**src/rtl/frame_draw_ctrl.sv**
```systemverilog
`default_nettype none
// +--------------------------------------------------------------------------+
// | frame_draw_ctrl                                                          |
// | Full-screen redraw sequencer: sweeps ROM / fill colour into VGA adapter. |
// | Revision: 1.0                                                            |
// +--------------------------------------------------------------------------+
module frame_draw_ctrl #(
   parameter int WIDTH       = 160,
   parameter int HEIGHT      = 120,
   parameter int ADDR_WIDTH  = 15,
   parameter int ROM_LATENCY = 1
) (
   input  logic                  clk,
   input  logic                  reset,
   input  logic                  start,
   input  logic                  abort,
   input  logic [1:0]            scene,
   input  logic [11:0]           fill_colour,
   input  logic [11:0]           start_q,
   input  logic [11:0]           game_q,
   input  logic [11:0]           end_q,
   output logic [ADDR_WIDTH-1:0] rom_address,
   output logic [7:0]            x,
   output logic [6:0]            y,
   output logic [11:0]           colour,
   output logic                  plot,
   output logic                  busy,
   output logic                  done
);

   localparam logic [1:0] c_idle  = 2'd0;
   localparam logic [1:0] c_fetch = 2'd1;
   localparam logic [1:0] c_drain = 2'd2;
   localparam logic [1:0] c_done  = 2'd3;

   localparam logic [ADDR_WIDTH-1:0] c_addr_last = ADDR_WIDTH'(WIDTH*HEIGHT-1);
   localparam logic [7:0]            c_x_last    = 8'(WIDTH-1);

   logic [1:0]  r_state;
   logic [1:0]  w_next;
   logic [1:0]  r_scene;
   logic [11:0] r_fill;
   logic [7:0]  r_iss_x;
   logic [6:0]  r_iss_y;
   logic        r_iss_valid;
   logic [ROM_LATENCY-1:0][7:0] r_pipe_x;
   logic [ROM_LATENCY-1:0][6:0] r_pipe_y;
   logic [ROM_LATENCY-1:0]      r_pipe_valid;
   logic        w_accept;
   logic        w_abort;
   logic        w_last_issue;
   logic        w_pipe_empty;
   logic [11:0] w_colour;

   assign w_accept     = (r_state == c_idle) && start && !abort;
   assign w_abort      = abort && ((r_state == c_fetch) || (r_state == c_drain));
   assign w_last_issue = (r_state == c_fetch) && (rom_address == c_addr_last);
   // Once nothing is left upstream, the last pixel is sitting in the output register.
   assign w_pipe_empty = !r_iss_valid && (r_pipe_valid == '0);

   always_ff @(posedge clk or posedge reset) begin
      if (reset) r_state <= c_idle;
      else       r_state <= w_next;
   end

   always_comb begin
      w_next = r_state;
      case (r_state)
         c_idle:  if (w_accept) w_next = c_fetch;
         c_fetch: begin
            if (abort)             w_next = c_idle;
            else if (w_last_issue) w_next = c_drain;
         end
         c_drain: begin
            if (abort)             w_next = c_idle;
            else if (w_pipe_empty) w_next = c_done;
         end
         c_done:  w_next = c_idle;
         default: w_next = c_idle;
      endcase
   end

   always_comb begin
      busy = (r_state == c_fetch) || (r_state == c_drain);
      done = (r_state == c_done);
   end

   // Issue stage: address and x/y advance together, so address tracks y*WIDTH+x.
   always_ff @(posedge clk or posedge reset) begin
      if (reset) begin
         rom_address <= '0;
         r_iss_x     <= '0;
         r_iss_y     <= '0;
         r_iss_valid <= 1'b0;
         r_scene     <= 2'd0;
         r_fill      <= 12'd0;
      end else if (w_accept) begin
         rom_address <= '0;
         r_iss_x     <= '0;
         r_iss_y     <= '0;
         r_iss_valid <= 1'b1;
         r_scene     <= scene;
         r_fill      <= fill_colour;
      end else if ((r_state == c_fetch) && !abort && !w_last_issue) begin
         rom_address <= rom_address + ADDR_WIDTH'(1);
         r_iss_valid <= 1'b1;
         if (r_iss_x == c_x_last) begin
            r_iss_x <= '0;
            r_iss_y <= r_iss_y + 7'd1;
         end else begin
            r_iss_x <= r_iss_x + 8'd1;
         end
      end else begin
         rom_address <= '0;
         r_iss_valid <= 1'b0;
      end
   end

   always_comb begin
      w_colour = r_fill;
      case (r_scene)
         2'd0:    w_colour = start_q;
         2'd1:    w_colour = game_q;
         2'd2:    w_colour = end_q;
         default: w_colour = r_fill;
      endcase
   end

   // Delay line matching ROM latency; abort kills every in-flight valid bit.
   always_ff @(posedge clk or posedge reset) begin
      if (reset) begin
         r_pipe_x     <= '0;
         r_pipe_y     <= '0;
         r_pipe_valid <= '0;
         x            <= 8'd0;
         y            <= 7'd0;
         colour       <= 12'd0;
         plot         <= 1'b0;
      end else begin
         r_pipe_x[0]     <= r_iss_x;
         r_pipe_y[0]     <= r_iss_y;
         r_pipe_valid[0] <= r_iss_valid && !w_abort;
         for (int i = 1; i < ROM_LATENCY; i++) begin
            r_pipe_x[i]     <= r_pipe_x[i-1];
            r_pipe_y[i]     <= r_pipe_y[i-1];
            r_pipe_valid[i] <= r_pipe_valid[i-1] && !w_abort;
         end
         x      <= r_pipe_x[ROM_LATENCY-1];
         y      <= r_pipe_y[ROM_LATENCY-1];
         colour <= w_colour;
         plot   <= r_pipe_valid[ROM_LATENCY-1] && !w_abort;
      end
   end

endmodule
`default_nettype wire

```
**config.mk**
```make
export PLATFORM = sky130hd
export DESIGN_NAME = frame_draw_ctrl
export DESIGN_NICKNAME = d
export VERILOG_FILES = /design/src/rtl/frame_draw_ctrl.sv
export SDC_FILE = /design/constraint.sdc
export NUM_CORES = 1
export LEC_CHECK = 0
export CORE_MARGIN = 3
export CORE_UTILIZATION = 25
export CTS_CLUSTER_DIAMETER = 100
export DETAILED_ROUTE_END_ITERATION = 6
export GPL_TIMING_DRIVEN = 0
export SYNTH_ARGS = -nofsm -noshare
export SYNTH_HDL_FRONTEND = slang
export SYNTH_SLANG_ARGS = --single-unit
```
**constraint.sdc**
```tcl
create_clock -name clk -period 4.26 [get_ports clk]
set_input_delay 0.426 -clock clk [delete_from_list [all_inputs] [get_ports clk]]
set_output_delay 0.426 -clock clk [all_outputs]
set_load 0.03 [all_outputs]
```
# --- After elaboration in Yosys (flattened, before gate mapping) ---
# Index checks and enable logic that the tools add are counted.
totals:
  reg_bits: 91
  in_bits: 54
  elab_cells: 65
op_classes:
  add_sub_neg: 3
  eq_ne: 10
  n_mux: 17
  bitwise: 1
  reduce_logical: 20
op_table:
  columns: ["op", "count"]
  rows:
  - ["case mux 12 bit (3 select lines)", 1]
  - ["2-to-1 mux 15 bit", 2]
  - ["2-to-1 mux 8 bit", 3]
  - ["2-to-1 mux 7 bit", 3]
  - ["adder 15 x 1 -> 15 bit, second input constant", 1]
  - ["== test 15 bit, second input constant", 1]
  - ["2-to-1 mux 2 bit", 5]
  - ["logical AND 1 bit", 9]
  - ["adder 8 x 1 -> 8 bit, second input constant", 1]
  - ["== test 8 bit, second input constant", 1]
  - ["case mux 2 bit (4 select lines)", 1]
  - ["adder 7 x 1 -> 7 bit, second input constant", 1]
  - ["== test 2 bit, second input constant", 3]
  - ["inequality test 3 bit, second input constant", 2]
  - ["== test 2 x 1 -> 1 bit, second input constant", 2]
  - ["logical NOT 1 bit", 4]
  - ["logical NOT 2 bit", 2]
  - ["nonzero test 2 bit", 2]
  - ["AND reduction 3 bit", 1]
  - ["2-to-1 mux 1 bit", 2]
  - ["inequality test 2 bit, second input constant", 1]
  - ["AND reduction 2 bit", 1]
  - ["logical OR 1 bit", 1]
  - ["inverter 1 bit", 1]

# --- Depth between registers and ports, before layout ---
# Gate-level depths: netlist of the first run.
depth:
  depth_word: 6
  mapped_depth: 8
  depth_no_buf: 6

# --- Worst setup path after synthesis of the first run ---
# Ideal clock, no wire load.
synth_timing:
  kind: "reg2reg"
  start: "register rom_address[0]"
  end: "register rom_address[0]"
  setup_time_ns: 0.134
  arrival_ns: 1.911
  required_ns: 4.126
  path_slack_ns: 2.215
  path_stages_with_launch: 8
  cell_sequence: "dfrtp_1 > ha_1 > nand4_2 > or4_1 > buf_2 > nand2_4 > buf_6 > nor2_1"
synth_via:
  elab_chain_cells: 6
  elab_cells_between_ends: 7
  classes_between: "add/sub: 1; eq/ne: 1; mux: 2; reduce/logical: 3"
synth_lines:
  columns: ["item", "line", "source"]
  rows:
  - ["from (decl)", "22", "output logic [ADDR_WIDTH-1:0] rom_address,"]
  - ["from (signal assigned)", "105", "rom_address <= rom_address + ADDR_WIDTH'(1);"]
  - ["parallel branches: the longest is 4 deep, another holds adder 15 x 1 -> 15 bit", null, null]
  - ["2-to-1 mux 15 bit (*)", "104", "end else if ((r_state == c_fetch) && !abort && !w_last_issue) begin"]
  - ["2-to-1 mux 15 bit (*)", "97", "end else if (w_accept) begin"]
# Every way passes the cells marked *.
# A chain may end at the register's enable or synchronous reset.

# --- Final worst setup path of the first run ---
layout_timing:
  start: "register r_state[0]"
  end: "output port busy"
layout_via:
  elab_chain_cells: 2
  elab_cells_between_ends: 3
  classes_between: "eq/ne: 2; reduce/logical: 1"
layout_lines:
  columns: ["item", "line", "source"]
  rows:
  - ["from (decl)", "39", "logic [1:0] r_state;"]
  - ["from (signal assigned)", "62", "if (reset) r_state <= c_idle;"]
  - ["from (signal assigned)", "63", "else r_state <= w_next;"]
  - ["== test 2 x 1 -> 1 bit / == test 2 bit (equally long branches)", "84", "busy = (r_state == c_fetch) || (r_state == c_drain);"]
  - ["logical OR 1 bit (*)", "84", null]
  - ["to (decl)", "27", "output logic busy,"]
# Every way passes the cells marked *; elsewhere a longest branch is shown, timed or not.

==> flow_summary.toml, run 1 <==
[pwr]
vdd_ir_drop_max_v = 0.0002178
leakagePower_uw = 0.002269
power_density_nw_per_um2 = 553.8

[logic_synthesis]
yosysWarnings = 0
synthArstFlopShare = 1.000
synth_top_area_frac = 0.6019
synthCells = 312
synth_cell_types = 46
synth_ff_type = "dfrtp_1"
yosysTopAreaCell = "dfrtp_1"
synth-seq-cells = 91
synth_fp_nets = 374
synth_area_leaders = "dfrtp_1 (60%), mux4_2 (7.1%), nand2_1 (5.7%)"
synth_edf_count = 0
avgSynthCellArea_um2 = 12.13
seq_area_frac_synth = 0.6019
synth_area_um2 = 3784

[clock_network]
htree_levels = 3
worstSkewPairLatency_ns = 0.34
cts_tree = "yes"
cts-resized-gates = 0
path_clk_slew_ns = 0.07
numCtsBuffers = 9
postCtsSetupBuffers = 0
clock_path_buffers = 2
clock-sinks = 91
ctsHoldBuffers = 0
root_buffer = "clkbuf_16"

[place]
placed_area_um2 = 5025
hpwl_um = 6611
gp_congestion = 0.8155
port_buffers = 98

[finish]
nNetsFinal = 484
layout_common_cells = "clkdlybuf4s50_1 (98), dfrtp_1 (91), nand2_1 (57)"
n_antenna_cell = 0
syn2layout_area_growth_pct = 41.67
final_common_cell = "clkdlybuf4s50_1"
postLayoutCellArea_um2 = 5360
drive_gt1_frac = 0.09602
final_util = 0.3660

[timing]
hold_violations = 0
tightest_slew_ns = 0.6370
setup_violations = 0
fmax_mhz = 435.5
finalMaxSlewViolations = 0
setup_tns_ns = 0
period_needed_ns = 2.296
min_period_over_period = 0.5390
maxSlewHeadroom = 0.5753
grt_setup_unrepaired = "false"
fin_skew_ns = 0.008246

[route]
wire_per_inst_um = 14.90
num_vias = 2806
drt-pass1-iter-count = 5
drc = 0
drtIter0Drc = 127
routed_via_density = 4.592
wirelength_um = 9106
drtAntennaViolNets = 0

[floorplanning]
start_util = 0.2584
ioPinCount = 99
rows = 44
core_area_um2 = 14640
die_h_um = 129.0
die_x_um = 129.0
dieArea_um2 = 16650

[global_route]
grt_pass1_wl_um = 14680
grt_overflow = 0
grt_use_met1 = 0.1519
antenna_found_initial = 0
grtUsageTotal = 0.1121
grt_start_max_net_pins = 66
busiest_layer = "met2"
grt_pass1_vias = 2834
grtUsageMet3 = 0.02597
met2_usage = 0.1732

[worst_setup_path]
required_ns = 3.83
r2r_end = "r_iss_x[7]"
cp-end-kind = "output port"
crit_type = "reg2out"
max_stage_delay_ns = 0.69
crit_chain = "inv_1, ha_1, clkdlybuf4s50_1"
path_buf_inv = 2
r2r_cells = 7
slowest_stage = "clkdlybuf4s50_1"
reg2reg_from = "r_state[1]"
r2r_setup_slack_ns = 2.11
cpLargestDelayFamily = "buffers and inverters"
startpoint_type = "flop"
critPathMaxFanout = 4
critPathArrivalTime_ns = 1.87

[hold_path]
min-delay-start = "r_pipe_y[5]"
holdPathStages = 0
worstHoldPathType = "reg2reg"
whs_endpoint = "y[5]"

[run_status]
status = "finished clean"

[job]
cap_violations = 0
layout make-up:
| cell class | count | area, um2 |
|---|---|---|
| clock inverters | 6 | 96.34 |
| well taps | 184 | 230.2 |
| multi-input cells | 200 | 1409 |
| inverters | 9 | 36.28 |
| fillers | 1395 | 9284 |
| flip-flops and latches | 91 | 2277 |
| repair buffers | 99 | 1008 |
| clock buffers | 10 | 239.0 |
| plain buffers | 12 | 63.81 |
cell usage after synthesis (2+ instances only):
cell	n
nand2_1	57
nor4_1	5
or3_1	2
or4_1	8
a21oi_1	8
and4_1	2
mux2i_1	2
xor2_1	2
ha_1	8
o221ai_1	2
buf_4	2
o21ai_0	3
dfrtp_1	91
xnor2_1	11
nand3_1	12
nor2_1	23
nand2b_1	3
buf_2	3
o31ai_1	7
nand4bb_1	2
inv_1	9
clkbuf_1	5
nand4_1	4
nor3_1	3
a21boi_0	3
and3_1	3
o21ai_1	2
mux4_2	12
stage by stage:
step	total power [uW]	cells	hold WS [ns]	setup slack (ns)
2_1_floorplan	1742	312	0.3312	1.470
3_3_place_gp	2088	594	0.3340	0.1145
3_5_place_dp	2112	595	0.3356	1.773
4_1_cts	3020	611	0.3506	1.934
5_1_grt	3140	611	0.3609	1.879
6_report	2968	611	0.3475	1.964
power breakdown:
part | internal, uW | switching (uW) | leakage, uW
sequential | 1050 | 108 | 0.00121
clock | 538 | 355 | 0.000161
combinational | 418 | 496 | 0.000897
total | 2010 | 959 | 0.00227
state kept, by name, indices dropped and copies added (netlist names):
signal        cells
r_fill           12
r_state           2
r_pipe_y          7
r_pipe_x          8
colour           12
x                 8
r_iss_x           8
r_iss_valid       1
r_iss_y           7
plot              1
r_pipe_valid      1
rom_address      15
y                 7
r_scene           2
worst max-delay path by stage:
stage | startpoint | cells past startpoint | endpoint
final | r_state[0] | 3 | busy
after global routing | r_state[0] | 3 | busy
after CTS | r_state[0] | 3 | busy
after detailed placement | abort | 6 | r_iss_x[7]
after global placement | reset | 2 | rom_address[10]
after floorplan | reset | 1 | colour[0]
routing by layer:
layer	share of wire	wire length [um]
met2	0.48	4343
met4	0.017	157
met1	0.46	4234
met5	0	0
met3	0.041	370
kinds of logic after synthesis:
| kind of cell | share of synthesized area |
|---|---|
| flops | 0.6019 |
| fa+ha+maj | 0.02646 |
| buf+inv | 0.02579 |
| compound gates | 0.05854 |
| xor+xnor | 0.03009 |
| mux | 0.07970 |
| simple gates | 0.1776 |
No activity file was read; power rests on OpenSTA's default activity.
==> run 2: changes to the inputs <==
clock period = 2.4 ns   (was 4.26 ns; I/O delays follow)
==> flow_summary.toml, run 2 (synthesis results as in run 1) <==
[finish]
reg.largest.list = "rom_address (15), colour (12), r_fill (12)"
drive_gt1_frac = 0.09813
final_common_cell = "clkdlybuf4s50_1"
largest_reg_flops = 15
n_antenna_cell = 0
syn2layout_area_growth_pct = 40.94
seq_area_um2 = 2277
regMostFlops = "rom_address"
nNetsFinal = 485
layout_common_cells = "clkdlybuf4s50_1 (98), dfrtp_1 (91), nand2_1 (57)"
fillers = 1430
multiInputGateArea_um2 = 1409

[worst_setup_path]
required_ns = 2.64
max_stage_delay_ns = 0.50
cp-end-kind = "flop"
r2r_end = "r_iss_x[3]"
startpoint_type = "flop"
crit_type = "reg2reg"
critical_path_depth = 7
cpLargestDelayFamily = "compound AO/OA/AOI/OAI gates"
slowest_stage = "a21oi_1"
r2r_cells = 7
path_buf_inv = 2
crit_chain = "inv_1, ha_1, nand2b_1, clkbuf_1, a21oi_1, nand2_4, o32ai_1"
critPathMaxFanout = 10
reg2reg_from = "r_state[1]"
r2r_setup_slack_ns = 0.23
critPathArrivalTime_ns = 2.40

[global_route]
grt_overflow = 0
grt_pass1_wl_um = 14730
antenna_found_initial = 0
grt_start_max_net_pins = 36
grt_pass1_vias = 2942
grtUsageTotal = 0.1121

[clock_network]
root_buffer = "clkbuf_16"
ctsHoldBuffers = 0
postCtsSetupBuffers = 0
cts_tree = "yes"
cts-resized-gates = 0
clock_path_buffers = 2
numCtsBuffers = 9
htree_levels = 3
clock-sinks = 91
worstSkewPairLatency_ns = 0.35
path_clk_slew_ns = 0.07

[run_status]
status = "finished clean"

[timing]
min_period_over_period = 0.9033
tightest_slew_ns = 0.6338
fin_skew_ns = 0.004804
finalMaxSlewViolations = 0
maxSlewHeadroom = 0.5775
setup_tns_ns = 0
fmax_mhz = 461.3
hold_violations = 0
period_needed_ns = 2.168
grt_setup_unrepaired = "false"
whs_ns = 0.3330
setup_violations = 0

[route]
drtAntennaViolNets = 0
drtIter0Drc = 121
routed_via_density = 4.575
wirelength_um = 8981
num_vias = 2800
drt-pass1-iter-count = 4
wire_per_inst_um = 14.67
drc = 0

[place]
port_buffers = 98
hpwl_um = 6619
gp_congestion = 0.8130

[pwr]
leakagePower_uw = 0.002255
vdd_ir_drop_max_v = 0.0003773
power_density_nw_per_um2 = 951.8

[floorplanning]
core_area_um2 = 14640
start_util = 0.2584
rows = 44
die_h_um = 129.0
dieArea_um2 = 16650
die_x_um = 129.0
ioPinCount = 99

[job]
cap_violations = 0

[hold_path]
worstHoldPathType = "in2async"
-- run 2: changes by cell type in the layout (fill, tap and decap cells not counted), sizes merged --
cell / before / now
clkinv: 1 / 3
clkbuf: 15 / 14
bufinv: 2 / 0
buf: 8 / 9
inv: 11 / 12
-- run 2: per-stage QoR --
step / area [um2] / worst slack [ns] / instances / power, uW / utilization
finish: 5333 / 0.2321 / 612 / 5076 / 0.3641
global route: 5333 / 0.004779 / 612 / 5398 / 0.3641
CTS: 5333 / 0.2383 / 612 / 5164 / 0.3641
detailed placement: 5039 / 0.07570 / 596 / 3737 / 0.3441
global placement: 4999 / 0.1284 / 594 / 3708 / 0.3413
floorplan: 3787 / 0.3551 / 312 / 3093 / -
-- run 2: final cells by class --
type / instances / area share
buffer: 12 / 0.01197
sequential: 91 / 0.4270
multi-input combinational: 200 / 0.2642
clock inverter: 7 / 0.01290
clock buffer: 9 / 0.04223
timing repair buffer: 100 / 0.1915
inverter: 9 / 0.007039
tap: 184 / 0.04317
-- run 2: routing by layer --
layer / track usage / up-vias / share of wire
li1: - / 1334 / -
met4: 0.03706 / 0 / 0.017
met5: 0 / - / 0
met1: 0.1466 / 1380 / 0.46
met3: 0.03751 / 14 / 0.049
met2: 0.1759 / 72 / 0.48
-- run 2: worst max-delay path by stage --
stage / startpoint / slack (ns) / endpoint
floorplan: rom_address[0] / 0.36 / rom_address[0]
global placement: abort / 0.13 / r_iss_x[7]
detailed placement: abort / 0.08 / r_iss_x[3]
CTS: r_state[1] / 0.24 / r_iss_x[3]
global route: r_state[1] / 0.005 / r_iss_x[3]
finish: r_state[1] / 0.23 / r_iss_x[3]
-- run 2: where the power goes --
part | switching [uW] | internal (uW)
Clock | 659 | 733
Combinational | 876 | 744
Sequential | 192 | 1870
